File: src/rtl/iic_reg_arbiter.sv
// Two-requester arbiter for the IIC master core register bus.
// Ownership spans a whole transaction; a hold-time watchdog revokes a stuck owner and forces STOP.

module iic_reg_arbiter_chk #(
  parameter logic [7:0] STOP_CMD = 8'h40
) (
  input  logic       I_CLK,
  input  logic       I_RESETN,
  input  logic       R0_GNT,
  input  logic       R1_GNT,
  input  logic       I_TX_EN,
  input  logic [2:0] I_WADDR,
  input  logic [7:0] I_WDATA,
  input  logic       I_RX_EN
);

  a_gnt_onehot: assert property (@(posedge I_CLK) disable iff (!I_RESETN)
    !(R0_GNT && R1_GNT));

  a_rx_owned: assert property (@(posedge I_CLK) disable iff (!I_RESETN)
    I_RX_EN |-> (R0_GNT || R1_GNT));

  // An ungranted write can only be the forced STOP.
  a_tx_stop: assert property (@(posedge I_CLK) disable iff (!I_RESETN)
    (I_TX_EN && !R0_GNT && !R1_GNT) |-> ((I_WADDR == 3'b100) && (I_WDATA == STOP_CMD)));

endmodule

module iic_reg_arbiter #(
  parameter logic [15:0] HOLD_MAX = 16'd4096,
  parameter logic [7:0]  STOP_CMD = 8'h40
) (
  input  logic       I_CLK,
  input  logic       I_RESETN,
  input  logic       R0_REQ,
  input  logic       R1_REQ,
  output logic       R0_GNT,
  output logic       R1_GNT,
  input  logic       R0_TX_EN,
  input  logic [2:0] R0_WADDR,
  input  logic [7:0] R0_WDATA,
  input  logic       R0_RX_EN,
  input  logic [2:0] R0_RADDR,
  output logic [7:0] R0_RDATA,
  input  logic       R1_TX_EN,
  input  logic [2:0] R1_WADDR,
  input  logic [7:0] R1_WDATA,
  input  logic       R1_RX_EN,
  input  logic [2:0] R1_RADDR,
  output logic [7:0] R1_RDATA,
  output logic       I_TX_EN,
  output logic [2:0] I_WADDR,
  output logic [7:0] I_WDATA,
  output logic       I_RX_EN,
  output logic [2:0] I_RADDR,
  input  logic [7:0] O_RDATA,
  output logic [1:0] TO_FLAG,
  output logic [1:0] DROP_FLAG
);

  typedef enum logic [2:0] {
    ST_IDLE  = 3'd0,
    ST_OWN0  = 3'd1,
    ST_OWN1  = 3'd2,
    ST_ABORT = 3'd3,
    ST_GAP   = 3'd4
  } state_t;

  state_t      state_r;
  state_t      state_nxt_s;
  logic        last_owner_r;
  logic [1:0]  blocked_r;
  logic [15:0] hold_cnt_r;
  logic [1:0]  to_flag_r;
  logic [1:0]  drop_flag_r;

  logic [1:0]  req_s;
  logic [1:0]  strobe_s;
  logic [1:0]  elig_s;
  logic [1:0]  gnt_s;
  logic [1:0]  rel_s;
  logic [1:0]  rev_s;
  logic        hold_exp_s;

  assign req_s      = {R1_REQ, R0_REQ};
  assign strobe_s   = {R1_TX_EN | R1_RX_EN, R0_TX_EN | R0_RX_EN};
  assign elig_s     = req_s & ~blocked_r;
  assign hold_exp_s = (HOLD_MAX != 16'd0) && (hold_cnt_r == (HOLD_MAX - 16'd1));
  assign rel_s      = gnt_s & ~req_s;
  assign rev_s      = gnt_s & req_s & {2{hold_exp_s}};

  always_ff @(posedge I_CLK or negedge I_RESETN) begin
    if (!I_RESETN) begin
      state_r <= ST_IDLE;
    end else begin
      state_r <= state_nxt_s;
    end
  end

  always_comb begin
    state_nxt_s = state_r;
    case (state_r)
      ST_IDLE: begin
        if (elig_s == 2'b11) begin
          state_nxt_s = last_owner_r ? ST_OWN0 : ST_OWN1;
        end else if (elig_s[0]) begin
          state_nxt_s = ST_OWN0;
        end else if (elig_s[1]) begin
          state_nxt_s = ST_OWN1;
        end else begin
          state_nxt_s = ST_IDLE;
        end
      end
      ST_OWN0: begin
        if (!R0_REQ) begin
          state_nxt_s = ST_GAP;
        end else if (hold_exp_s) begin
          state_nxt_s = ST_ABORT;
        end else begin
          state_nxt_s = ST_OWN0;
        end
      end
      ST_OWN1: begin
        if (!R1_REQ) begin
          state_nxt_s = ST_GAP;
        end else if (hold_exp_s) begin
          state_nxt_s = ST_ABORT;
        end else begin
          state_nxt_s = ST_OWN1;
        end
      end
      ST_ABORT: state_nxt_s = ST_GAP;
      ST_GAP:   state_nxt_s = ST_IDLE;
      default:  state_nxt_s = ST_IDLE;
    endcase
  end

  // Release beats expiry; blocked set and clear are exclusive since setting needs REQ high.
  always_ff @(posedge I_CLK or negedge I_RESETN) begin
    if (!I_RESETN) begin
      last_owner_r <= 1'b1;
      blocked_r    <= 2'b00;
      hold_cnt_r   <= 16'd0;
      to_flag_r    <= 2'b00;
      drop_flag_r  <= 2'b00;
    end else begin
      hold_cnt_r  <= (|gnt_s) ? (hold_cnt_r + 16'd1) : 16'd0;
      blocked_r   <= (blocked_r & req_s) | rev_s;
      to_flag_r   <= to_flag_r | rev_s;
      drop_flag_r <= drop_flag_r | (strobe_s & ~gnt_s);
      if (|(rel_s | rev_s)) begin
        last_owner_r <= gnt_s[1];
      end
    end
  end

  always_comb begin
    gnt_s   = 2'b00;
    I_TX_EN = 1'b0;
    I_WADDR = 3'b000;
    I_WDATA = 8'h00;
    I_RX_EN = 1'b0;
    I_RADDR = 3'b000;
    case (state_r)
      ST_OWN0: begin
        gnt_s   = 2'b01;
        I_TX_EN = R0_TX_EN;
        I_WADDR = R0_WADDR;
        I_WDATA = R0_WDATA;
        I_RX_EN = R0_RX_EN;
        I_RADDR = R0_RADDR;
      end
      ST_OWN1: begin
        gnt_s   = 2'b10;
        I_TX_EN = R1_TX_EN;
        I_WADDR = R1_WADDR;
        I_WDATA = R1_WDATA;
        I_RX_EN = R1_RX_EN;
        I_RADDR = R1_RADDR;
      end
      ST_ABORT: begin
        I_TX_EN = 1'b1;
        I_WADDR = 3'b100;
        I_WDATA = STOP_CMD;
      end
      default: gnt_s = 2'b00;
    endcase
    R0_RDATA = gnt_s[0] ? O_RDATA : 8'h00;
    R1_RDATA = gnt_s[1] ? O_RDATA : 8'h00;
  end

  assign R0_GNT    = gnt_s[0];
  assign R1_GNT    = gnt_s[1];
  assign TO_FLAG   = to_flag_r;
  assign DROP_FLAG = drop_flag_r;

  iic_reg_arbiter_chk #(
    .STOP_CMD (STOP_CMD)
  ) u_chk (
    .I_CLK    (I_CLK),
    .I_RESETN (I_RESETN),
    .R0_GNT   (R0_GNT),
    .R1_GNT   (R1_GNT),
    .I_TX_EN  (I_TX_EN),
    .I_WADDR  (I_WADDR),
    .I_WDATA  (I_WDATA),
    .I_RX_EN  (I_RX_EN)
  );

endmodule

File: config.mk
export PLATFORM = sky130hd
export DESIGN_NAME = iic_reg_arbiter
export DESIGN_NICKNAME = d
export VERILOG_FILES = /design/src/rtl/iic_reg_arbiter.sv
export SDC_FILE = /design/constraint.sdc
export NUM_CORES = 1
export LEC_CHECK = 0
export ABC_AREA = 1
export CORE_ASPECT_RATIO = 1.75
export CORE_MARGIN = 3
export CORE_UTILIZATION = 30
export CTS_CLUSTER_DIAMETER = 50
export DETAILED_ROUTE_END_ITERATION = 7
export GPL_ROUTABILITY_DRIVEN = 0
export MAX_ROUTING_LAYER = met4
export SYNTH_ARGS = -nofsm -noshare
export SYNTH_HDL_FRONTEND = slang
export SYNTH_HIERARCHICAL = 1
export SYNTH_SLANG_ARGS = --single-unit
export TNS_END_PERCENT = 5
File: constraint.sdc
create_clock -name I_CLK -period 1.6 [get_ports I_CLK]
set_clock_uncertainty 0.15 [all_clocks]
set_input_delay 0.32 -clock I_CLK [delete_from_list [all_inputs] [get_ports I_CLK]]
set_output_delay 0.32 -clock I_CLK [all_outputs]
set_load 0.005 [all_outputs]
### Word-level counts from Yosys, hierarchy flattened

Index checks and enable logic that the tools add are counted.

| word-level totals | value |
|---|---|
| word-level logic and storage cells | 48 |
| register bits after elaboration | 26 |

| operators by class | value |
|---|---|
| add/sub/neg operators | 1 |
| reductions and logical operators | 3 |
| bitwise operators | 15 |
| muxes and demuxes | 18 |
| eq/ne operators | 5 |

Operator list:

| operator | number |
|---|---|
| 8-bit case mux with 3 select lines | 1 |
| 16-bit by 1-bit adder with 16-bit output, second input constant | 1 |
| 16-bit by 12-bit == test with 1-bit output, second input constant | 1 |
| 16-bit two-way mux | 1 |
| 8-bit two-way mux | 2 |
| 2-bit AND | 6 |
| 3-bit case mux with 4 select lines | 1 |
| 2-bit two-way mux | 5 |
| 3-bit case mux with 3 select lines | 1 |
| 2-bit OR | 4 |
| 3-bit by 2-bit == test with 1-bit output, second input constant | 2 |
| 3-bit two-way mux | 2 |
| 2-bit inverter | 3 |
| 3-bit case mux with 2 select lines | 1 |
| 2-bit case mux with 2 select lines | 1 |
| 2-bit OR reduction | 2 |
| 3-bit by 1-bit == test with 1-bit output, second input constant | 1 |
| 3-bit logical NOT | 1 |
| 1-bit case mux with 3 select lines | 1 |
| 2-bit == test, second input constant | 1 |
| 1-bit OR | 2 |
| 1-bit case mux with 2 select lines | 1 |
| 1-bit two-way mux | 1 |

### Logic depth before layout (Yosys ltp)

Gate-level depths: netlist (run 1).

| logic depth | value |
|---|---|
| depth after elaboration | 6 |
| gate-level depth with buffers | 9 |
| depth with buffers taken out | 9 |

### Least setup slack after synthesis (run 1)

No wires, ideal clock.

| timing | value |
|---|---|
| kind | reg-to-output |
| start point | reg state_r[0] |
| end point | out I_RADDR[0] |
| arrival time | 1,095 ps |
| setup slack | 35 ps |
| required time | 1,130 ps |
| cell stages (with the launch flop) | 6 |
| cell sequence | dfrtp_1 inv_2 nand2_1 nor2_2 buf_6 a22o_1 |

| between the ends | value |
|---|---|
| cells in the longest elaborated chain, start to end | 2 |
| elaborated cells on any way between the ends | 3 |

RTL lines:

| what | RTL line | source |
|---|---|---|
| start: declaration | 69 | `state_t state_r;` |
| start signal: assignment | 96 | `state_r <= state_nxt_s;` |
| 3-bit by 2-bit == test with 1-bit output or 3-bit by 1-bit == test with 1-bit output (tied branches) | 164 | `case (state_r)` |
| 3-bit case mux with 2 select lines (*) | 164 |  |
| end: declaration | 55 | `output logic [2:0] I_RADDR,` |

Every way passes the cells marked *; elsewhere a longest branch is shown, timed or not.

### Worst setup path in the final report (run 1)

| timing | value |
|---|---|
| start point | reg state_r[0] |
| end point | out I_WADDR[1] |

| between the ends | value |
|---|---|
| cells in the longest elaborated chain, start to end | 2 |
| elaborated cells on any way between the ends | 4 |

RTL lines:

| what | RTL line | source |
|---|---|---|
| 3-bit by 2-bit == test with 1-bit output or 3-bit by 1-bit == test with 1-bit output (tied branches) | 164 |  |
| 3-bit case mux with 3 select lines (*) | 164 |  |
| end: declaration | 52 | `output logic [2:0] I_WADDR,` |

Marks and branches as above.

==> results.py, run 1 <==
metrics = {
    "yosys": {
        "postSynthNetCount": 249,
        "synth-seq-cells": 26,
        "seq_area_frac_synth_pct": 40.8,
        "post_synth_num_cell_types": 27,
        "syn-mean-instance-area_um2": 7.83,
        "post_synth_instance_area_um2": 1600,
        "synth.yosys.warnings": 6,
        "netlist_instances": 204,
    },
    "cts": {
        "numClockSinks": 26,
        "cts_hold_repair.buffers": 0,
        "cts.clk_slew.worst_paths_ps": 80,
        "tritoncts_clock_tree": "built",
        "cts_inserted_buffers": 3,
        "insertion_delay_ps": 270,
        "cts.root.buffer_cell": "sky130_fd_sc_hd__clkbuf_8",
        "cts_max_path_buffers": 2,
        "htree_num_levels": 1,
    },
    "route": {
        "route.final.wire_length_um": 4990,
        "detailroute.via_count": 1790,
        "drt-wirelength-per-cell_um": 13.5,
        "top_layer": "met4",
        "met1_length_um": 1630,
        "routed-wl-met3_um": 528,
        "firstDrtPassIters": 4,
        "detailedRoute.firstIterationViolations": 46,
        "wl_met2_um": 2730,
        "detail-route-antenna-nets": 0,
        "remaining_drc_errors": 0,
        "viasPerCell": 4.84,
    },
    "place": {
        "place.detailed.instances": 352,
        "placed_cell_area_um2": 2600,
        "dpl.hpwl_um": 3620,
        "port-buffer-count": 81,
    },
    "timing": {
        "number_of_setup_violations_in_the_final_report": 39,
        "timing_worst_slew_pin_value_ps": 248,
        "layout_setup_ws_ps": -339,
        "drv_slew": 0,
        "final_period_minus_worst_setup_slack_ps": 1940,
        "finalHoldViolations": 0,
        "period_share_pct": 121,
        "rsz0062_at_grt": "yes",
        "max_slew_margin_pct": 83.4,
        "timing.fmax_mhz": 516,
        "hold_ws_ps": 242,
    },
    "die": {
        "floorplan.die.width_um": 61.2,
        "die-height_um": 103,
        "floorplan.rows": 34,
        "dieArea_um2": 6270,
        "start_util_pct": 31.6,
        "pin_count": 82,
        "core_area_um2": 5060,
    },
    "final_layout": {
        "fillerInstances": 494,
        "stdcell_count": 370,
        "layout.cell_area.non_filler_um2": 2820,
        "diodes": 0,
        "drive_above_1_share_pct": 31.6,
        "design.final.nets": 362,
        "area.growth.synth_to_final_pct": 76.7,
    },
    "critical_path": {
        "setup.worst_path.class": "reg -> out",
        "critical_path.endpoint_type": "output port",
        "cpPeakStageDelay_ps": 430,
        "cp_top_family": "buffers and inverters",
        "slowest_stage": "sky130_fd_sc_hd__dfrtp_1",
        "startpoint_type": "register",
        "arrival_ps": 1470,
        "worstPathBufferInverterCount": 5,
        "cp_data_required_time_ps": 1130,
        "reg_to_reg_setup_timing_slack_ps": -70,
        "path_cells": "buf_6 > nand2_4 > inv_2 > buf_12 > buf_8 > a22o_1 > buf_2",
        "critPathMaxFanout": 6,
    },
    "global_routing": {
        "overflow": 0,
        "via_count_of_the_first_global_routing_pass": 1711,
        "grt_antenna_before_repair": 0,
        "gr-usage-all-layers_pct": 15.8,
        "wire_length_of_the_first_global_routing_pass_um": 7360,
        "maximum_number_of_pins_on_one_net_before_global_route_repair": 27,
    },
    "status": {
        "failed_checks": "negative setup slack",
        "outcome": "finished, violations left",
    },
    "worst_hold_path": {
        "worst_hold_path_type": "in -> async",
    },
    "pwr": {
        "power-per-cell-area_nw_per_um2": 1200,
        "maximum_vdd_drop_v": 0.000616,
        "cellLeakagePower_nw": 1.34,
    },
    "flow_run": {
        "cap_violations": 0,
    },
}
-- stage by stage --
stage	TNS (ps)	setup WS [ps]	util, %	total power (W)
2_1_floorplan	0	34.8	-	0.00156
6_report	-9450	-339	55.8	0.00340
3_3_place_gp	-10230	-376	51.4	0.00261
3_5_place_dp	-10630	-387	51.4	0.00262
4_1_cts	-10300	-380	54.8	0.00329
5_1_grt	-12500	-395	55.8	0.00364
-- final timing paths --
kind	from	to	cells after the start
setup / recovery	state_r[0]	I_WADDR[1]	7
hold / removal	I_RESETN	hold_cnt_r[11]	2
setup reg to reg	state_r[2]	last_owner_r	11
hold reg to reg	hold_cnt_r[0]	hold_cnt_r[0]	1
max in group asynchronous	I_RESETN	last_owner_r	2
min in group I_CLK	hold_cnt_r[0]	hold_cnt_r[0]	1
-- cells by family after synthesis --
kind of cell | synth area share (%)
adders and majority gates | 0.783
and+or+nand+nor | 31.8
DFF | 40.8
AOI/OAI and AO/OA | 15.7
buffers and inverters | 9.87
xor gates and xnor gates | 1.10
-- cell usage after synthesis --
| cell | count | area [um2] |
|---|---|---|
| sky130_fd_sc_hd__o21ai_0 | 9 | 45.0 |
| sky130_fd_sc_hd__nor2_2 | 4 | 25.0 |
| sky130_fd_sc_hd__nand3b_1 | 1 | 7.51 |
| sky130_fd_sc_hd__nor2_1 | 32 | 120 |
| sky130_fd_sc_hd__o21ai_1 | 2 | 10.0 |
| sky130_fd_sc_hd__dfrtp_1 | 25 | 626 |
| sky130_fd_sc_hd__a31oi_1 | 2 | 12.5 |
| sky130_fd_sc_hd__a21oi_1 | 6 | 30.0 |
| sky130_fd_sc_hd__nand2_4 | 3 | 33.8 |
| sky130_fd_sc_hd__xor2_1 | 2 | 17.5 |
| sky130_fd_sc_hd__buf_6 | 3 | 33.8 |
| sky130_fd_sc_hd__nand3_1 | 7 | 35.0 |
| sky130_fd_sc_hd__inv_1 | 30 | 113 |
| sky130_fd_sc_hd__nand2_1 | 33 | 124 |
| sky130_fd_sc_hd__dfstp_2 | 1 | 26.3 |
| sky130_fd_sc_hd__o21bai_1 | 4 | 30.0 |
| sky130_fd_sc_hd__nand2_2 | 3 | 18.8 |
| sky130_fd_sc_hd__o2111ai_1 | 1 | 8.76 |
| sky130_fd_sc_hd__nor3_1 | 5 | 25.0 |
| sky130_fd_sc_hd__and3_1 | 1 | 6.26 |
| sky130_fd_sc_hd__nor2_4 | 5 | 56.3 |
| sky130_fd_sc_hd__nand4_1 | 5 | 31.3 |
| sky130_fd_sc_hd__ha_1 | 1 | 12.5 |
| sky130_fd_sc_hd__inv_2 | 3 | 11.3 |
| sky130_fd_sc_hd__a22o_1 | 13 | 114 |
| sky130_fd_sc_hd__nor3b_1 | 2 | 15.0 |
| sky130_fd_sc_hd__nand3_2 | 1 | 10.0 |
-- routing by layer --
metal  GRT usage, %  vias up
met2           30.5       77
met3           2.88        9
met4           6.84        0
met5              -        -
met1           14.0      813
li1               -      891
-- cell usage in the layout, fill, tap and decap left out, drive strengths merged, types with 5 or more instances in the layout --
master	Yosys	layout
a21oi	6	6
a22o	13	13
buf	3	56
clkdlybuf4s15	0	7
clkdlybuf4s50	0	43
dfrtp	25	25
inv	33	33
nand2	39	40
nand3	8	8
nand4	5	5
nor2	41	41
nor3	5	5
o21ai	11	11
-- report_power, final --
part	internal [W]	switching, W	leakage [nW]
logic	0.00120	0.000987	0.975
clock network	0.000220	0.000195	0.0288
registers	0.000731	0.0000650	0.333
total	0.00215	0.00125	1.34
-- worst register-to-register path, stage by stage, from the launching register on --
cell and delay (ps):
sky130_fd_sc_hd__dfrtp_2 460, sky130_fd_sc_hd__buf_6 140, sky130_fd_sc_hd__nor2_4 150, sky130_fd_sc_hd__buf_6 120, sky130_fd_sc_hd__nand2_4 60, sky130_fd_sc_hd__buf_6 130, sky130_fd_sc_hd__nor2_4 120, sky130_fd_sc_hd__buf_6 110
sky130_fd_sc_hd__nand2_1 40, sky130_fd_sc_hd__nand2_1 60, sky130_fd_sc_hd__inv_1 30, sky130_fd_sc_hd__nand2_1 50
-- sequential cells by signal (all words and copies together), names as in the netlist --
register,count
hold_cnt_r,16
TO_FLAG,2
last_owner_r,1
state_r,3
DROP_FLAG,2
blocked_r,2
-- area by class of cell --
type | instances | area (um2) | share of cell area [%]
inverters | 33 | 126 | 4.47
clock buffers | 4 | 55.1 | 1.95
repair buffers | 110 | 1030 | 36.6
multi-input cells | 143 | 890 | 31.5
flip-flops and latches | 26 | 653 | 23.1
well taps | 54 | 67.6 | 2.39
-- what timing repair did --
item	4_1_cts	5_1_grt
setup endpoints to repair	46	47
buffers inserted	10	2
gates resized for setup	144	32
cloned	2	0
pin swaps	16	15
(Power assumes the default switching activity.)
==> run 2, diff against run 1 <==
--- a/config.mk
+++ b/config.mk
@@ -5,7 +5,6 @@
 export SDC_FILE = /design/constraint.sdc
 export NUM_CORES = 1
 export LEC_CHECK = 0
-export ABC_AREA = 1
 export CORE_ASPECT_RATIO = 1.75
 export CORE_MARGIN = 3
 export CORE_UTILIZATION = 30
==> results.py, run 2 <==
metrics = {
    "status": {
        "outcome": "finished, violations left",
        "failed_checks": "negative setup slack",
    },
    "timing": {
        "max_slew_margin_pct": 82.6,
        "number_of_setup_violations_in_the_final_report": 57,
        "final_period_minus_worst_setup_slack_ps": 2100,
        "timing.fmax_mhz": 477,
        "timing_worst_slew_pin_value_ps": 259,
        "drv_slew": 0,
        "tns_ps": -14730,
        "finalHoldViolations": 0,
        "rsz0062_at_grt": "yes",
        "period_share_pct": 131,
        "layout_setup_ws_ps": -498,
        "hold_ws_ps": 240,
    },
    "yosys": {
        "syn-mean-instance-area_um2": 9.42,
        "synth_async_sr_flop_share_pct": 100,
        "synth_top_cells_by_count": "sky130_fd_sc_hd__dfrtp_1, sky130_fd_sc_hd__nor2_1, sky130_fd_sc_hd__and2_1",
        "synth.yosys.warnings": 6,
        "synthDominantCellAreaShare_pct": 42.1,
        "synthMostInstantiatedCell": "sky130_fd_sc_hd__dfrtp_1",
        "netlist.top_cell.by_area": "sky130_fd_sc_hd__dfrtp_1",
        "seq_area_frac_synth_pct": 43.8,
        "post_synth_main_area_contributors": "sky130_fd_sc_hd__dfrtp_1, sky130_fd_sc_hd__a22o_1, sky130_fd_sc_hd__and2_1",
        "postSynthNetCount": 203,
        "netlist_instances": 158,
        "dominantRegCellSynth": "sky130_fd_sc_hd__dfrtp_1",
        "synth-seq-cells": 26,
        "post_synth_instance_area_um2": 1490,
        "post_synth_num_cell_types": 36,
        "synth_enable_flop_cells": 0,
    },
    "final_layout": {
        "reg.largest.list": "hold_cnt_r x16, state_r x3",
        "area.growth.synth_to_final_pct": 90.6,
        "largest_register_ffs": 16,
        "drive_above_1_share_pct": 37.5,
        "final_cell_mix": "sky130_fd_sc_hd__clkdlybuf4s50_1, sky130_fd_sc_hd__buf_4, sky130_fd_sc_hd__dfrtp_1",
        "design.final.nets": 337,
        "max_flop_register": "hold_cnt_r",
        "fillerInstances": 437,
        "diodes": 0,
        "layout.core_utilization_pct": 59.7,
        "final_common_cell": "sky130_fd_sc_hd__clkdlybuf4s50_1",
        "regArea_um2": 654,
        "multi_input_comb_area_um2": 832,
    },
    "worst_hold_path": {
        "worst_hold_path_type": "in -> async",
    },
    "place": {
        "pre_cts_ws_ps": -447,
        "port-buffer-count": 81,
        "dpl.hpwl_um": 3440,
    },
    "pwr": {
        "power-per-cell-area_nw_per_um2": 1110,
        "cellLeakagePower_nw": 1.38,
        "power.total_w": 0.00315,
        "maximum_vdd_drop_v": 0.000963,
    },
    "cts": {
        "htree_num_levels": 1,
        "cts_hold_repair.buffers": 0,
        "tritoncts_clock_tree": "built",
        "cts.clk_slew.worst_paths_ps": 90,
        "cts_inserted_buffers": 3,
        "cts_max_path_buffers": 2,
        "cts.root.buffer_cell": "sky130_fd_sc_hd__clkbuf_8",
        "insertion_delay_ps": 270,
        "numClockSinks": 26,
    },
    "critical_path": {
        "path_cells": "buf_6 > nor3b_4 > buf_12 > buf_4 > a22o_1 > clkdlybuf4s15_2",
        "cp_data_required_time_ps": 1130,
        "critical_path.endpoint_type": "output port",
        "critPathMaxFanout": 10,
        "setup.worst_path.class": "reg -> out",
        "cp_top_family": "buffers and inverters",
        "worstPathBufferInverterCount": 4,
        "cpPeakStageDelay_ps": 440,
        "slowest_stage": "sky130_fd_sc_hd__dfrtp_1",
        "startpoint_type": "register",
        "arrival_ps": 1630,
    },
    "die": {
        "floorplan.rows": 33,
        "die-height_um": 99.2,
        "dieArea_um2": 5870,
        "pin_count": 82,
        "floorplan.die.width_um": 59.2,
        "core_area_um2": 4750,
        "start_util_pct": 31.3,
    },
    "global_routing": {
        "grt_antenna_before_repair": 0,
        "gr-usage-all-layers_pct": 16.5,
        "via_count_of_the_first_global_routing_pass": 1646,
        "wire_length_of_the_first_global_routing_pass_um": 7540,
        "maximum_number_of_pins_on_one_net_before_global_route_repair": 27,
        "overflow": 0,
    },
    "route": {
        "detailedRoute.firstIterationViolations": 28,
        "viasPerCell": 4.80,
        "route.final.wire_length_um": 4820,
        "firstDrtPassIters": 4,
        "detail-route-antenna-nets": 0,
        "remaining_drc_errors": 0,
        "drt-wirelength-per-cell_um": 14.1,
        "detailroute.via_count": 1645,
    },
    "flow_run": {
        "cap_violations": 0,
    },
}
-- run 2: cell types whose count changed after synthesis, sizes merged, moves of 4 or more --
| cell | previous run | this run |
|---|---|---|
| nor3 | 5 | 1 |
| xnor2 | 0 | 5 |
| nor2 | 41 | 20 |
| and2 | 0 | 17 |
| nand2 | 39 | 10 |
| xor2 | 2 | 7 |
| clkbuf | 0 | 6 |
| o21ai | 11 | 5 |
| inv | 33 | 3 |
-- run 2: layout make-up --
cell class | count | area share [%]
Timing Repair Buffer | 137 | 42.4
Tap cell | 52 | 2.29
Inverter | 3 | 0.397
Clock inverter | 1 | 1.06
Clock buffer | 3 | 1.46
Multi-Input combinational cell | 121 | 29.3
Sequential cell | 26 | 23.1
-- run 2: layer usage --
| metal | up-vias | global-route usage, % | wire length, um |
|---|---|---|---|
| li1 | 826 | - | - |
| met1 | 764 | 17.0 | 1690 |
| met2 | 53 | 31.3 | 2720 |
| met3 | 2 | 2.73 | 373 |
| met4 | 0 | 3.66 | 32 |
| met5 | - | - | 0 |
-- run 2: power breakdown --
group / leakage [nW] / internal, W / switching (W)
clock: 0.0357 / 0.000334 / 0.000208
sequential: 0.343 / 0.000731 / 0.0000689
combinational: 1.00 / 0.00110 / 0.000707
-- run 2: worst paths after layout --
kind,start,endpoint,slack (ps),cells past startpoint
setup reg to reg,state_r[1],hold_cnt_r[11],-330,8
hold reg to reg,TO_FLAG[1],TO_FLAG[1],320,1
setup / recovery,state_r[1],I_WDATA[7],-500,6
hold / removal,I_RESETN,hold_cnt_r[13],240,2
min in group I_CLK,TO_FLAG[1],TO_FLAG[1],320,1
max in group asynchronous,I_RESETN,last_owner_r,830,2
-- run 2: stage by stage --
step                std cells  area, um2
CTS                       338       2790
floorplan                 158       1530
global route              343       2840
global placement          323       2670
finish                    343       2840
detailed placement        323       2670
-- run 2: logic make-up after synthesis --
family	after synthesis	share of synthesized area (%)
xor gates and xnor gates	12	7.06
adders and majority gates	1	0.841
buffers and inverters	11	3.11
DFF	26	43.8
and+or+nand+nor	74	28.3
AOI/OAI and AO/OA	34	16.8
-- run 2: repair_timing --
item | CTS | global route
gates resized for setup | 108 | 44
pin swaps | 22 | 12
hold endpoints to repair | 0 | 0
setup endpoints to repair | 55 | 58
setup buffers | 10 | 4
cloned | 1 | 1
==> run 3, diff against run 2 <==
--- a/config.mk
+++ b/config.mk
@@ -12,6 +12,7 @@
 export DETAILED_ROUTE_END_ITERATION = 7
 export GPL_ROUTABILITY_DRIVEN = 0
 export MAX_ROUTING_LAYER = met4
+export SKIP_LAST_GASP = 1
 export SYNTH_ARGS = -nofsm -noshare
 export SYNTH_HDL_FRONTEND = slang
 export SYNTH_HIERARCHICAL = 1
==> results.py, run 3 (same netlist as run 2, synthesis figures left out) <==
metrics = {
    "cts": {
        "cts_max_path_buffers": 2,
        "cts_hold_repair.buffers": 0,
        "cts.clk_slew.worst_paths_ps": 90,
        "numClockSinks": 26,
        "insertion_delay_ps": 260,
        "cts.root.buffer_cell": "sky130_fd_sc_hd__clkbuf_8",
        "cts_inserted_buffers": 3,
        "htree_num_levels": 1,
        "tritoncts_clock_tree": "built",
    },
    "worst_hold_path": {
        "worst_hold_path_type": "in -> async",
    },
    "die": {
        "die-height_um": 99.2,
        "start_util_pct": 31.3,
        "floorplan.die.width_um": 59.2,
        "core_area_um2": 4750,
        "dieArea_um2": 5870,
        "pin_count": 82,
        "floorplan.rows": 33,
    },
    "final_layout": {
        "largest_register_ffs": 16,
        "diodes": 0,
        "drive_above_1_share_pct": 29.9,
        "final_common_cell": "sky130_fd_sc_hd__clkdlybuf4s50_1",
        "final_cell_mix": "sky130_fd_sc_hd__clkdlybuf4s50_1, sky130_fd_sc_hd__buf_4, sky130_fd_sc_hd__dfrtp_1",
        "design.final.nets": 337,
        "max_flop_register": "hold_cnt_r",
        "reg.largest.list": "hold_cnt_r x16, state_r x3",
        "area.growth.synth_to_final_pct": 95.4,
        "stdcell_count": 343,
    },
    "flow_run": {
        "cap_violations": 0,
    },
    "timing": {
        "layout_setup_ws_ps": -485,
        "timing.fmax_mhz": 480,
        "period_share_pct": 130,
        "finalHoldViolations": 0,
        "drv_slew": 0,
        "tns_ps": -16700,
        "final_period_minus_worst_setup_slack_ps": 2080,
        "max_slew_margin_pct": 78.2,
        "number_of_setup_violations_in_the_final_report": 59,
        "timing_worst_slew_pin_value_ps": 322,
        "rsz0062_at_grt": "yes",
    },
    "critical_path": {
        "critPathMaxFanout": 6,
        "slowest_stage": "sky130_fd_sc_hd__dfrtp_2",
        "setup.worst_path.class": "reg -> out",
        "cp_top_family": "flip-flops",
        "critical_path.endpoint_type": "output port",
        "cp_data_required_time_ps": 1130,
        "cpPeakStageDelay_ps": 440,
        "path_cells": "nor3b_4 > clkbuf_16 > buf_6 > a22o_1 > buf_2",
        "worstPathBufferInverterCount": 3,
        "arrival_ps": 1610,
        "startpoint_type": "register",
    },
    "status": {
        "failed_checks": "negative setup slack",
        "outcome": "finished, violations left",
    },
    "route": {
        "remaining_drc_errors": 0,
        "viasPerCell": 4.82,
        "detailroute.via_count": 1652,
        "route.final.wire_length_um": 4890,
        "firstDrtPassIters": 4,
        "drt-wirelength-per-cell_um": 14.3,
        "detailedRoute.firstIterationViolations": 31,
        "detail-route-antenna-nets": 0,
    },
    "global_routing": {
        "overflow": 0,
        "via_count_of_the_first_global_routing_pass": 1632,
        "wire_length_of_the_first_global_routing_pass_um": 7430,
        "grt_antenna_before_repair": 0,
        "maximum_number_of_pins_on_one_net_before_global_route_repair": 27,
        "gr-usage-all-layers_pct": 16.3,
    },
    "place": {
        "port-buffer-count": 81,
        "dpl.hpwl_um": 3440,
        "place.detailed.instances": 323,
    },
    "pwr": {
        "cellLeakagePower_nw": 1.52,
        "maximum_vdd_drop_v": 0.000874,
        "power-per-cell-area_nw_per_um2": 1090,
    },
}
[run 3: worst register-to-register path: stages, from the launching register on]
cell	delay (ps)
sky130_fd_sc_hd__dfrtp_2	440
sky130_fd_sc_hd__nor3b_4	350
sky130_fd_sc_hd__buf_4	190
sky130_fd_sc_hd__buf_4	140
sky130_fd_sc_hd__nor2_4	50
sky130_fd_sc_hd__or4_1	450
sky130_fd_sc_hd__nand2_1	70
[run 3: final cells by class]
type | count | area, um2
clock buffer | 3 | 41.3
clock inverter | 1 | 30.0
fill | 436 | 1840
inverter | 3 | 11.3
multi-input combinational | 121 | 800
sequential | 26 | 656
tap | 52 | 65.1
timing repair buffer | 137 | 1300
[run 3: repair_timing]
action                                  4_1_cts  5_1_grt
gates resized for setup                      28       64
buffers inserted                             10        6
pin swaps                                     2        8
gates cloned                                  1        2
endpoints found under the setup margin       55       61
[run 3: path summary, 6_finish.rpt]
path                            startpoint        endpoint  slack, ps  cells after the start
worst max-delay path            state_r[0]      I_WADDR[0]       -480                      5
worst min-delay path              I_RESETN  hold_cnt_r[13]        240                      2
worst max register to register  state_r[0]  hold_cnt_r[11]       -300                      6
worst min register to register  TO_FLAG[0]      TO_FLAG[0]        320                      1
max in group asynchronous         I_RESETN    last_owner_r        830                      2
min in group I_CLK              TO_FLAG[0]      TO_FLAG[0]        320                      1
[run 3: stage by stage]
stage / worst slack, ps / util (%) / hold slack (ps) / power (W) / area (um2)
after detailed placement: -447 / 56.3 / 307 / 0.00240 / 2670
final: -485 / 61.2 / 241 / 0.00318 / 2910
after global routing: -554 / 61.2 / 251 / 0.00338 / 2910
after global placement: -415 / 56.3 / 290 / 0.00239 / 2670
after floorplan: -103 / - / -126 / 0.00150 / 1530
after CTS: -644 / 59.5 / 247 / 0.00306 / 2820
[run 3: report_power, final]
part	internal, W	switching, W
Combinational	0.00115	0.000690
Clock	0.000334	0.000204
Sequential	0.000733	0.0000649
Total	0.00222	0.000959
[run 3: per-layer routing]
| layer | wire length, um | vias to the layer above | global-route usage (%) | part of all wire (%) |
|---|---|---|---|---|
| met5 | 0 | - | - | 0 |
| met4 | 32 | 0 | 3.66 | 0.65 |
| li1 | - | 829 | - | - |
| met3 | 375 | 2 | 2.60 | 7.7 |
| met1 | 1630 | 768 | 16.7 | 33 |
| met2 | 2850 | 53 | 30.8 | 58 |
